<file path="src/rtl/hello_scroll_gen_if.sv">
// Bundle between the switch/key logic and hello_scroll_gen: message load,
// scroll control, and the five-character code bus feeding HEX4..HEX0.
interface hello_scroll_gen_if;
  logic        load;
  logic [14:0] din;
  logic        run;
  logic        dir;
  logic [14:0] m;
  logic [2:0]  pos;
  logic        tick;

  modport master (output load, output din, output run, output dir,
                  input  m,    input  pos, input  tick);
  modport slave  (input  load, input  din, input  run, input  dir,
                  output m,    output pos, output tick);
endinterface

</file>
<file path="src/rtl/hello_scroll_gen.sv">
// Timed scroller for a loadable 5-character message on HEX4..HEX0.
// Optional macro HELLO_SCROLL_BLINK_EN: blink the whole display while paused.
module hello_scroll_gen #(
  parameter int unsigned TICK_DIV = 25000000,
  parameter int unsigned CNT_W    = 25
) (
  input  logic              clk,
  input  logic              rst,
  hello_scroll_gen_if.slave bus
);

  localparam int unsigned MSG_W = 15;
  localparam int unsigned POS_W = 3;
  localparam logic [MSG_W-1:0] HELLO    = 15'b000_001_010_010_011;
  localparam logic [CNT_W-1:0] CNT_LAST = CNT_W'(TICK_DIV - 1);
  localparam logic [POS_W-1:0] POS_LAST = 3'd4;

  logic [MSG_W-1:0] msg,  msg_n;
  logic [POS_W-1:0] pos_q, pos_n;
  logic [CNT_W-1:0] cnt,  cnt_n;
  logic             tick_q, tick_n;
  logic             wrap_c;
  logic [MSG_W-1:0] rot_c;
`ifdef HELLO_SCROLL_BLINK_EN
  logic             blank_ph, blank_n;
  logic             run_q;
`endif

  assign wrap_c = (cnt == CNT_LAST);

  // Next-state: load beats step; steps only on prescaler wrap
  always_comb begin
    msg_n  = msg;
    pos_n  = pos_q;
    cnt_n  = cnt;
    tick_n = 1'b0;
`ifdef HELLO_SCROLL_BLINK_EN
    blank_n = blank_ph;
`endif
    if (bus.load) begin
      msg_n = bus.din;
      pos_n = '0;
      cnt_n = '0;
`ifdef HELLO_SCROLL_BLINK_EN
      blank_n = 1'b0;
`endif
    end else if (bus.run) begin
`ifdef HELLO_SCROLL_BLINK_EN
      blank_n = 1'b0;
`endif
      if (wrap_c) begin
        cnt_n  = '0;
        tick_n = 1'b1;
        if (bus.dir) pos_n = (pos_q == '0) ? POS_LAST : pos_q - POS_W'(1);
        else         pos_n = (pos_q == POS_LAST) ? '0 : pos_q + POS_W'(1);
      end else begin
        cnt_n = cnt + CNT_W'(1);
      end
`ifdef HELLO_SCROLL_BLINK_EN
      // Resuming from a blink pause starts a fresh scroll period
      if (!run_q) begin
        cnt_n  = '0;
        tick_n = 1'b0;
        pos_n  = pos_q;
      end
    end else begin
      if (wrap_c) begin
        cnt_n   = '0;
        tick_n  = 1'b1;
        blank_n = ~blank_ph;
      end else begin
        cnt_n = cnt + CNT_W'(1);
      end
`endif
    end
  end

  always_ff @(posedge clk or posedge rst) begin
    if (rst) begin
      msg    <= HELLO;
      pos_q  <= '0;
      cnt    <= '0;
      tick_q <= 1'b0;
`ifdef HELLO_SCROLL_BLINK_EN
      blank_ph <= 1'b0;
      run_q    <= 1'b0;
`endif
    end else begin
      msg    <= msg_n;
      pos_q  <= pos_n;
      cnt    <= cnt_n;
      tick_q <= tick_n;
`ifdef HELLO_SCROLL_BLINK_EN
      blank_ph <= blank_n;
      run_q    <= bus.run;
`endif
    end
  end

  // Rotate left by whole characters; unreachable indices show the raw message
  always_comb begin
    case (pos_q)
      3'd1:    rot_c = {msg[11:0], msg[14:12]};
      3'd2:    rot_c = {msg[8:0],  msg[14:9]};
      3'd3:    rot_c = {msg[5:0],  msg[14:6]};
      3'd4:    rot_c = {msg[2:0],  msg[14:3]};
      default: rot_c = msg;
    endcase
  end

`ifdef HELLO_SCROLL_BLINK_EN
  assign bus.m = (blank_ph && !bus.run) ? 15'h7FFF : rot_c;
`else
  assign bus.m = rot_c;
`endif
  assign bus.pos  = pos_q;
  assign bus.tick = tick_q;

endmodule

</file>
<file path="src/flat_wrapper.sv">
// flat-port wrapper written by rule: the top's interface ports become plain ports
module hello_scroll_gen_flat 
#(
  parameter int unsigned TICK_DIV = 25000000,
  parameter int unsigned CNT_W    = 25
)
  (clk, rst, bus_load, bus_din, bus_run, bus_dir, bus_m, bus_pos, bus_tick);
  hello_scroll_gen_if bus_i ();
  input  logic clk;
  input  logic rst;
  input wire logic [$bits(bus_i.load)-1:0] bus_load;
  input wire logic [$bits(bus_i.din)-1:0] bus_din;
  input wire logic [$bits(bus_i.run)-1:0] bus_run;
  input wire logic [$bits(bus_i.dir)-1:0] bus_dir;
  output wire logic [$bits(bus_i.m)-1:0] bus_m;
  output wire logic [$bits(bus_i.pos)-1:0] bus_pos;
  output wire logic [$bits(bus_i.tick)-1:0] bus_tick;
  assign bus_i.load = bus_load;
  assign bus_i.din = bus_din;
  assign bus_i.run = bus_run;
  assign bus_i.dir = bus_dir;
  assign bus_m = bus_i.m;
  assign bus_pos = bus_i.pos;
  assign bus_tick = bus_i.tick;
  hello_scroll_gen #(.TICK_DIV(TICK_DIV), .CNT_W(CNT_W)) u_core (.clk(clk), .rst(rst), .bus(bus_i));
endmodule
</file>
<file path="config.mk">
export PLATFORM = sky130hd
export DESIGN_NAME = hello_scroll_gen_flat
export DESIGN_NICKNAME = d
export VERILOG_FILES = /design/src/rtl/hello_scroll_gen_if.sv /design/src/rtl/hello_scroll_gen.sv /design/src/flat_wrapper.sv
export SDC_FILE = /design/constraint.sdc
export NUM_CORES = 1
export LEC_CHECK = 0
export ABC_AREA = 1
export BUFFER_PORTS_ARGS = -buffer_cell sky130_fd_sc_hd__buf_2
export CORE_UTILIZATION = 50
export DETAILED_ROUTE_END_ITERATION = 10
export PLACE_DENSITY = 0.76
export SLEW_MARGIN = 30
export SYNTH_ARGS = -nofsm -noshare
export SYNTH_HDL_FRONTEND = slang
export SYNTH_SLANG_ARGS = --single-unit
</file>
<file path="constraint.sdc">
create_clock -name clk -period 1.8 [get_ports clk]
set_clock_uncertainty 0.15 [all_clocks]
set_input_delay 0.09 -clock clk [delete_from_list [all_inputs] [get_ports clk]]
set_output_delay 0.09 -clock clk [all_outputs]
set_load 0.005 [all_outputs]
</file>
== Word-level counts from Yosys, hierarchy flattened ==
Index checks and enable logic that the tools add are counted.

* Register bits: 44
* Input bits: 20
* Output and inout port bits: 19
* Word-level logic and storage cells: 29

* $add $sub $neg: 3
* Equality and inequality tests: 5
* Muxes and demuxes: 13
* Reduce and logical (&&, ||, !) cells: 4

{| class="wikitable"
|+ Operator list
! kind !! count
|-
| $mux 25 || 3
|-
| $pmux 15 s4 || 1
|-
| $add 25x1->25 const B || 1
|-
| $eq 25x25->1 const B || 1
|-
| $mux 3 || 6
|-
| $eq 3x2->1 const B || 2
|-
| $reduce_bool 2->1 || 2
|-
| $add 3x1->3 const B || 1
|-
| $eq 3x1->1 const B || 1
|-
| $eq 3x3->1 const B || 1
|-
| $logic_not 3->1 || 1
|-
| $mux 1 || 3
|-
| $sub 3x1->3 const B || 1
|-
| $reduce_and 2->1 || 1
|}

== Longest topological paths before layout ==
Gate-level depths: netlist of run 1.

* Depth in word-level cells: 6
* Depth in mapped cells: 11
* Depth with buffers taken out: 10

== Worst setup path before layout of run 1 ==
No wires, ideal clock.

* Path type: register to output
* From: register u_core.pos_q[0], in the netlist u_core.bus.pos[0]
* To: output port bus_m[11]
* Arrival time: 1.442 ns
* Data required time: 1.560 ns
* Path slack: 0.118 ns
* Stages on the path, launching flop included: 8
* Path buffers: 1
* Path through: dfrtp_1 ha_1 ha_1 clkbuf_1 nand2_1 o2111ai_1 nand2_1 o21ai_0

* Cells in the longest elaborated chain, start to end: 2
* Elaborated cells between the ends (all ways): 5
* Those cells by class: eq/ne (4); mux (1)

{| class="wikitable"
|+ RTL lines
! item !! line !! RTL
|-
| start, declared || hello_scroll_gen.sv:19 || <nowiki>logic [POS_W-1:0] pos_q, pos_n;</nowiki>
|-
| start signal, assigned || hello_scroll_gen.sv:90 || <nowiki>pos_q <= pos_n;</nowiki>
|-
| $eq 3x3->1 (tied with other cells) || hello_scroll_gen.sv:102 || <nowiki>case (pos_q)</nowiki>
|-
| $pmux 15 s4 (*) || hello_scroll_gen.sv:102 ||
|-
| end, declared || flat_wrapper.sv:15 || <nowiki>output wire logic [$bits(bus_i.m)-1:0] bus_m;</nowiki>
|}

Mark *: on every way between the ends. The rest lies on a longest branch, timed or not.

== Worst setup path in the final report of run 1 ==
* From: register u_core.pos_q[1], in the netlist u_core.bus.pos[1]
* To: output port bus_m[1]

Same word-level chain as after synthesis.

==> metrics.txt, run 1 <==
DR pass1 iterations 6; routed len/inst 14.4 um; Hold/Removal Path Class primary input to flop; initial antenna violation count 0; nets 549; Clock Tree Root clkbuf_8; global-route wire length before repair 12.5 mm; syn nets 469; Max-slew headroom 62.8%; FP Rows 27; share of cells above drive strength 1 31.5%; area leader, netlist dfrtp_1; Via density 5.51; Psw 551 uW; async set-or-reset flop fraction in the synthesized netlist 100%; Pwr Density 484 mW/mm2; grt ovf 0; upper clock frequency limit 485 MHz; DP Cell Count 549; R2R Setup Slk -0.03 ns; Reg power frac 53.2%; vias in the first global route 2814; gr usage total 25.3%; register area share after synthesis 37.2%; most common flop cell mapped by yosys dfrtp_1; Yosys cell types 29; Gate power share 15.5%; Post-Syn Instances 442; failing checks setup timing; worst setup margin -0.261 ns; Port-buffer cells 38; largest net degree at the start of global routing 45; Synth top cells by count nand2_1 (167), inv_1 (51), nor2_1 (49); I/O pin cnt 39; pins over their slew limit 0; Post-synth EDFFs 0; Req. time, crit path 1.56 ns; CTS tree yes; GPL Wtd Cong 0.904; clock sink count 44; endpoints failing hold 0; flops & latches, synth 44; CTS Buffer Depth 2; CTS clk-pin slew, worst paths 0.08 ns; Finished Layout Cells 595; kind of critical path flop to output pin; Max-Cap Viols 0; WHS 0.0804 ns; Final min period 2.06 ns; H-tree Lvls 2; CP arrival 1.82 ns; count leader, synth nand2_1; outcome finished with violations; Final period util 115%; Die H 79.1 um; CP endpoint kind output pin; RSZ-0062 raised after global routing true; switching share of power 27.1%; Clock Power Share 31.3%; startpoint type of the worst setup path flop; initial core utilization 53.0%; Die Area 0.00626 mm2; final core occ 74.8%; top post-synthesis cells by area dfrtp_1 (33%), nand2_1 (21%), inv_1 (6.4%); CP Max Fanout 8; Final Setup Violations 28; Clk Latency, worst-skew pair 0.29 ns; vias 3277; DR DRC count 0; Yosys warnings 0; cts bufs inserted 5; area of the core 0.00561 mm2; mapped cell area 0.00297 mm2; Internal 1.48 mW; post-synth top area share 32.8%; HPWL Detailed 5.07 mm; number of diodes 0; Worst Tran Pin Value 0.558 ns; Pleak 1.92 nW; initial DRC count 253; ANT nets after route 0; VDD IR max 0.508 mV; drt total wl 8.59 mm; Syn-to-layout area delta 41.2%; Horiz. Die Dim 79.1 um; Avg Inst Size Synth 6.73 um2
[state kept, by name, summed over array words and instances (netlist names)]
register,flops
u_core.bus.pos,3
u_core.bus.tick,1
u_core.cnt,25
u_core.msg,15
[metrics by stage]
step                setup WS [ns]  power (mW)  setup TNS [ns]  instance area, um2
global placement          -0.0242        1.30         -0.0417                3290
detailed placement        -0.0634        1.30          -0.883                3290
global route               -0.339        2.11           -5.80                4200
finish                     -0.261        2.03           -3.30                4200
CTS                        -0.222        1.98           -3.13                3670
floorplan                   0.118        1.21               0                2970
[timing repair]
| item | 4_1_cts | 5_1_grt |
|---|---|---|
| gates resized for setup | 34 | 105 |
| endpoints found under the setup margin | 37 | 39 |
| pin swaps | 3 | 30 |
| gates cloned | 3 | 5 |
| endpoints found under the hold margin | 56 | 0 |
| hold buffers | 17 | 0 |
| setup buffers | 1 | 12 |
[logic make-up after synthesis]
kind of cell             count (synthesis)  share of synthesized area [%]
buffers and inverters                   67                           9.34
adder cells (fa/ha/maj)                  7                           2.95
AND/OR/NAND/NOR                        252                           34.7
flip-flops                              44                           37.2
XOR/XNOR                                12                           3.54
AO/OA/AOI/OAI                           60                           12.2
[power groups by stage]
stage / Sequential [mW] / Clock (mW) / Combinational [mW]
3_3_place_gp: 1.09 / 0 / 0.206
4_1_cts: 1.07 / 0.647 / 0.261
6_report: 1.08 / 0.635 / 0.315
2_1_floorplan: 1.08 / 0 / 0.125
3_5_place_dp: 1.09 / 0 / 0.208
5_1_grt: 1.08 / 0.683 / 0.346
[layer usage]
layer | GRT usage (%) | share of wire [%]
met1 | 35.5 | 45
met5 | 0 | 0
met3 | 3.56 | 7.0
met4 | 9.64 | 1.5
met2 | 39.4 | 47
[worst max-delay path: stages, from the launching register on]
cell and delay [ns]:
dfrtp_2 0.46, inv_4 0.10, ha_4 0.15, inv_2 0.05, nor2_4 0.14, buf_6 0.16, nand2_1 0.09, o2111ai_2 0.09
nand2_1 0.07, o21ai_1 0.09, buf_2 0.14
[final timing paths]
check / startpoint / end / cells after the start
min: bus_dir / u_core.bus.pos[0] / 6
min in group asynchronous: rst / u_core.msg[12] / 4
max reg2reg: u_core.cnt[1] / u_core.cnt[9] / 11
max: u_core.bus.pos[1] / bus_m[1] / 10
min reg2reg: u_core.cnt[1] / u_core.cnt[1] / 2
max in group asynchronous: rst / u_core.bus.pos[1] / 4
[cell type report]
cell class,count,area (um2)
multi-input cells,332,2000
fillers,419,1410
flip-flops and latches,44,1110
repair buffers,83,639
inverters,53,220
clock buffers,8,90.1
well taps,72,90.1
repair inverters,3,43.8
[layout by cell type, fill, tap and decap left out, types with 11 or more instances in the layout]
cell type and count:
buf_2 38, buf_4 17, dfrtp_1 37, dlygate4sd3_1 17
inv_1 45, nand2_1 149, nand2_2 13, nand3_1 14
nor2_1 25, nor2_2 18, nor2_4 11, o2111ai_2 12
o21ai_0 21, o21ai_1 13
Note: power is estimated with default switching activity, not from simulation.
==> run 2, diff against run 1 <==
--- a/config.mk
+++ b/config.mk
@@ -7,9 +7,10 @@
 export LEC_CHECK = 0
 export ABC_AREA = 1
 export BUFFER_PORTS_ARGS = -buffer_cell sky130_fd_sc_hd__buf_2
+export CORE_ASPECT_RATIO = 2
 export CORE_UTILIZATION = 50
 export DETAILED_ROUTE_END_ITERATION = 10
-export PLACE_DENSITY = 0.76
+export PLACE_DENSITY = 0.81
 export SLEW_MARGIN = 30
 export SYNTH_ARGS = -nofsm -noshare
 export SYNTH_HDL_FRONTEND = slang
==> constraint.sdc (replaced) <==
create_clock -name clk -period 2 [get_ports clk]
set_clock_uncertainty 0.15 [all_clocks]
set_input_delay 0.1 -clock clk [delete_from_list [all_inputs] [get_ports clk]]
set_output_delay 0.1 -clock clk [all_outputs]
set_load 0.005 [all_outputs]
==> run 2 against run 1 <==
  * The flow still finishes with violations (setup timing)
  * Total power increased by 5.9%
  * Clock power increased by 46%
  * Via count increased by 3.4%
  * Sequential cell count unchanged
  * Routed wire length increased by 15%
  * Die area increased by 0.29%
  * First-iteration DRC count increased by 77%
  * Sequential share of layout area increased by 1.0 points
  * Critical path depth decreased by 3
  * Worst setup slack improved by 0.042 ns
  * Non-clock buffer count decreased by 3
  * Utilization decreased by 3.9 points
  * Critical endpoint is now bus_m[4]
==> metrics.txt, run 2 (synthesized netlist as in run 1, its figures left out) <==
vias 3388 (+3.4%); WHS 0.0352 ns (-0.0452 ns); pins over their slew limit 0 (unchanged); initial antenna violation count 0 (unchanged); ANT nets after route 0 (unchanged); register name with the most flops u_core.cnt; CTS tree yes; fin area 0.00405 mm2 (-3.5%); Syn-to-layout area delta 36.2%; worst setup margin -0.219 ns (+0.0421 ns); gr usage total 28.8% (+3.5 points); CTS Buffer Depth 2 (unchanged); vias in the first global route 3305 (+17%); initial core utilization 52.1% (-0.94 points); Req. time, crit path 1.75 ns (+0.19 ns); Die Area 0.00628 mm2 (+0.29%); initial DRC count 447 (+77%); endpoints failing hold 0 (unchanged); Die H 111 um (+40%); pre-CTS setup slack 0.103 ns (+0.166 ns); Worst Tran Pin Value 0.539 ns (-0.0185 ns); HPWL Detailed 5.81 mm (+15%); FP Rows 39 (+44%); clock sink count 44 (unchanged); commonest non-fill, non-tap cell in the layout nand2_1; Reg area 0.00111 mm2 (+0.11%); CP arrival 1.97 ns (+0.15 ns); Horiz. Die Dim 56.5 um (-29%); CP Max Fanout 15 (+7); Pleak 1.93 nW (+0.66%); DR pass1 iterations 5 (-1); H-tree Lvls 2 (unchanged); Final period util 111%; Setup TNS Final -1.54 ns (+1.77 ns); most frequent cells in the layout nand2_1 (151), nor2_1 (47), inv_1 (46); DR DRC count 0 (unchanged); drt total wl 9.88 mm (+15%); kind of critical path flop to output pin; I/O pin cnt 39 (unchanged); Final min period 2.22 ns; Pwr Density 531 mW/mm2 (+9.8%); Final Setup Violations 15 (-46%); Clk Latency, worst-skew pair 0.29 ns (about the same); Max-Cap Viols 0 (unchanged); Via density 5.87 (+6.6%); largest net degree at the start of global routing 31 (-31%); total power after layout 2.15 mW (+5.9%); GPL Wtd Cong 0.937 (+3.6%); startpoint type of the worst setup path flop; area of the multi-input gates 0.00187 mm2 (-6.6%); cts bufs inserted 5 (unchanged); RSZ-0062 raised after global routing true; Hold/Removal Path Class primary input to flop; grt ovf 0 (unchanged); number of diodes 0 (unchanged); outcome finished with violations; failing checks setup timing; max reg flops 25 (unchanged); Clock Tree Root clkbuf_16; Max-slew headroom 64.0% (+1.2 points); CTS clk-pin slew, worst paths 0.06 ns (-0.02 ns); routed len/inst 17.1 um (+19%); Port-buffer cells 38 (unchanged); Placed Area 0.00323 mm2 (-1.6%); global-route wire length before repair 14.2 mm (+14%); share of cells above drive strength 1 25.6% (-6.0 points); area of the core 0.00571 mm2 (+1.8%); nets 542 (-1.3%); VDD IR max 0.745 mV (+47%); upper clock frequency limit 451 MHz; CP endpoint kind output pin; Fill cells 414 (-1.2%)
## run 2: cell types whose count changed in the layout (fill, tap and decap cells not counted), moves of 3 or more
cell	delta
nor2_1	+22
nor2_2	-15
nor2_4	-7
clkbuf_8	-6
clkbuf_16	+4
buf_4	-3
clkinv_8	-3
nand2_2	-3
o21ai_2	-3
## run 2: final timing paths
check	depth (start not counted)	slack, ns	startpoint	endpoint
worst min-delay path	4	0.04	bus_load	u_core.bus.tick
worst max register to register	9	0.18	u_core.cnt[18]	u_core.cnt[13]
min in group asynchronous	3	0.27	rst	u_core.msg[6]
worst min register to register	2	0.36	u_core.cnt[1]	u_core.cnt[1]
max in group asynchronous	4	0.87	rst	u_core.cnt[5]
worst max-delay path	7	-0.22	u_core.bus.pos[1]	bus_m[4]
## run 2: layout make-up
cell class	count	area share (%)
well taps	61	1.89
multi-input cells	331	46.2
clock buffers	7	3.28
flip-flops and latches	44	27.4
inverters	53	5.16
clock inverters	1	0.742
repair buffers	80	15.3
## run 2: through the flow
| step | util, % | cells |
|---|---|---|
| floorplan | - | 442 |
| global placement | 56.6 | 536 |
| detailed placement | 56.6 | 536 |
| CTS | 65.2 | 567 |
| global route | 70.9 | 577 |
| finish | 70.9 | 577 |
## run 2: repair_timing
action                                  4_1_cts  5_1_grt
gates resized for setup                      30       67
endpoints found under the setup margin       15       16
cloned                                        3        1
buffers inserted                              3        9
hold buffers                                 17        0
pin swaps                                     0       28
endpoints found under the hold margin        36        0
## run 2: layer usage
layer | share of wire [%] | up-vias | track usage, %
met3 | 5.7 | 80 | 3.73
met2 | 53 | 206 | 53.0
met4 | 8.4 | 0 | 22.1
met5 | 0 | - | 0
met1 | 33 | 1552 | 27.1
li1 | - | 1550 | -
## run 2: where the power goes
part           switching [mW]  leakage [nW]  internal (mW)  total [mW]
logic                   0.140          1.28         0.0940       0.234
registers              0.0527         0.572          0.933       0.985
clock network           0.339        0.0781          0.591       0.930
## run 2: critical path: stages, from the launching register on
cell and delay (ns):
dfrtp_2 0.46, buf_12 0.15, ha_4 0.16, nor3_4 0.21, o21ai_4 0.11, buf_6 0.17
o21ai_0 0.23, buf_2 0.18
==> run 3, diff against run 2 <==
--- a/config.mk
+++ b/config.mk
@@ -15,3 +15,4 @@
 export SYNTH_ARGS = -nofsm -noshare
 export SYNTH_HDL_FRONTEND = slang
 export SYNTH_SLANG_ARGS = --single-unit
+export TNS_END_PERCENT = 1
==> run 3 against run 2 <==
  * The flow still finishes with violations (setup timing)
  * Combinational power decreased by 7%
  * Via count decreased by 4.5%
  * Sequential cell count unchanged
  * Sequential power decreased by 1%
  * Count of clock-buffer cells in the layout unchanged
  * First-iteration DRC count decreased by 14%
  * Die area unchanged
  * Worst setup slack improved by 0.18 ns
  * Clock power decreased by 2%
  * Register-to-register slack improved by 0.02 ns
  * Final area decreased by 6.3%
  * Utilization decreased by 4.5 points
  * Highest routed layer unchanged
==> metrics.txt, run 3 (synthesized netlist as in run 1, its figures left out) <==
R2R Setup Slk 0.20 ns (+0.02 ns); pins over their slew limit 0 (unchanged); grt ovf 0 (unchanged); nets 533 (-1.7%); Internal 1.62 mW (-0.14%); WHS 0.0243 ns (-0.0109 ns); Clk Latency, worst-skew pair 0.29 ns (about the same); routed len/inst 15.1 um (-12%); Clock Power Share 43.4% (about the same); Req. time, crit path 1.75 ns (about the same); Final min period 2.04 ns (-0.182 ns); commonest non-fill, non-tap cell in the layout nand2_1; CP endpoint kind output pin; register name with the most flops u_core.cnt; Fill cells 462 (+12%); busiest grt layer met2; area of the core 0.00571 mm2 (unchanged); startpoint type of the worst setup path flop; worst setup margin -0.0370 ns (+0.182 ns); cts bufs inserted 5 (unchanged); share of cells above drive strength 1 19.9% (-5.7 points); Final Setup Violations 14 (-1); upper clock frequency limit 491 MHz (+8.9%); Pwr Density 556 mW/mm2 (+4.7%); Max-Cap Viols 0 (unchanged); Final period util 102% (-9.1 points); max incr delay on CP 0.44 ns (-0.02 ns); Psw 493 uW (-7.3%); vias in the first global route 3302 (-0.091%); switching share of power 23.4% (-1.4 points); Hold/Removal Path Class primary input to flop; endpoints failing hold 0 (unchanged); area of the multi-input gates 0.00173 mm2 (-7.6%); vias 3235 (-4.5%); Reg area 0.00111 mm2 (unchanged); CTS Buffer Depth 2 (unchanged); CTS clk-pin slew, worst paths 0.06 ns (about the same); met3 Use GR 3.73% (unchanged); max reg flops 25 (unchanged); Via density 5.70 (-3.0%); ANT nets after route 0 (unchanged); FP Rows 39 (unchanged); gr usage total 28.6% (-0.17 points); total power after layout 2.11 mW (-1.9%); initial DRC count 384 (-14%); initial antenna violation count 0 (unchanged); number of diodes 0 (unchanged); initial core utilization 52.1% (unchanged); CP arrival 1.79 ns (-0.18 ns); DR DRC count 0 (unchanged); timing startpoint of the critical path u_core.bus.pos[1]; GPL Wtd Cong 0.937 (unchanged); RR Startpoint u_core.cnt[0]; Pleak 1.75 nW (-9.2%); failing checks setup timing; Gate power share 10.3% (-0.6 points); outcome finished with violations; CP Cell Sequence ha_2, nor3_4, o21ai_2, buf_4, nand2_1, o21ai_0, buf_2; met1 global-route usage 26.9% (-0.15 points); worst reg2reg path depth 10 (+1); HPWL Detailed 5.81 mm (unchanged); most frequent cells in the layout nand2_1 (164), nor2_1 (47), inv_1 (46); Horiz. Die Dim 56.5 um (unchanged); DR pass1 iterations 5 (unchanged); Reg power frac 46.2% (+0.4 points); Max-slew headroom 64.2% (+0.24 points); CTS tree yes; FF-to-FF End u_core.cnt[12]; CP Max Fanout 7 (-8); VDD IR max 0.706 mV (-5.3%); Worst Tran Pin Value 0.536 ns (-0.00362 ns); Clock Tree Root clkbuf_16; Slowest-stage cell, CP dfrtp_2; drt total wl 8.55 mm (-13%); H-tree Lvls 2 (unchanged); global-route wire length before repair 14.1 mm (-0.39%); Die H 111 um (unchanged); clock sink count 44 (unchanged); met2 Use GR 52.5% (-0.47 points); Syn-to-layout area delta 27.6%; pre-CTS setup slack 0.103 ns (unchanged); Setup crit end bus_m[3]; kind of critical path flop to output pin; Port-buffer cells 38 (unchanged); largest net degree at the start of global routing 31 (unchanged); RSZ-0062 raised after global routing true; Die Area 0.00628 mm2 (unchanged); I/O pin cnt 39 (unchanged)
==> run 3: cell types whose count changed in the layout (fill, tap and decap cells not counted), sizes merged <==
| cell | previous run | this run |
|---|---|---|
| buf | 63 | 54 |
==> run 3: power by group through the flow <==
| stage | Combinational, mW | Sequential [mW] | Clock (mW) |
|---|---|---|---|
| 2_1_floorplan | 0.113 | 0.975 | 0 |
| 3_3_place_gp | 0.185 | 0.984 | 0 |
| 3_5_place_dp | 0.189 | 0.986 | 0 |
| 4_1_cts | 0.214 | 0.970 | 0.943 |
| 5_1_grt | 0.244 | 0.978 | 0.982 |
| 6_report | 0.218 | 0.974 | 0.916 |
==> run 3: final cells by class <==
type,instances,area share [%]
repair buffers,71,13.4
well taps,61,2.01
multi-input cells,331,45.5
clock buffers,7,3.50
inverters,53,5.51
clock inverters,1,0.792
flip-flops and latches,44,29.3
==> run 3: how the worst min path moves through the flow <==
stage               start  slack (ns)  cells past startpoint              end
2_1_floorplan  bus_din[0]        0.06                      2    u_core.msg[0]
3_3_place_gp          rst        0.06                      2    u_core.msg[3]
3_5_place_dp          rst        0.07                      2    u_core.msg[6]
4_1_cts          bus_load        0.03                      4  u_core.bus.tick
5_1_grt          bus_load        0.09                      4  u_core.bus.tick
6_report         bus_load        0.02                      4  u_core.bus.tick
==> run 3: through the flow <==
stage / instances / TNS (ns) / util, % / cell area [um2]
2_1_floorplan: 442 / 0 / - / 2970
4_1_cts: 567 / -0.0813 / 64.9 / 3710
6_report: 568 / -0.255 / 66.4 / 3790
3_5_place_dp: 536 / 0 / 56.6 / 3230
5_1_grt: 568 / -1.65 / 66.4 / 3790
3_3_place_gp: 536 / 0 / 56.6 / 3230
==> run 3: timing repair <==
action,in CTS,in global routing
cloned,3,1
hold endpoints to repair,36,0
buffers inserted,3,0
hold buffers,17,0
gates resized for setup,27,25
setup endpoints to repair,15,16
pin swaps,0,9
==> run 3: worst max-delay path, delay by kind of cell, from the launching register on <==
kind / cells / cell delay, ns
DFF: 1 / 0.44
AOI/OAI and AO/OA: 2 / 0.31
adders and majority gates: 1 / 0.27
buffers and inverters: 2 / 0.35
and+or+nand+nor: 2 / 0.12
==> run 3: metal layers <==
layer / vias up / routed length (um)
met5: - / 0
met4: 0 / 639
met3: 60 / 383
met2: 160 / 4600
met1: 1488 / 2920
li1: 1527 / -
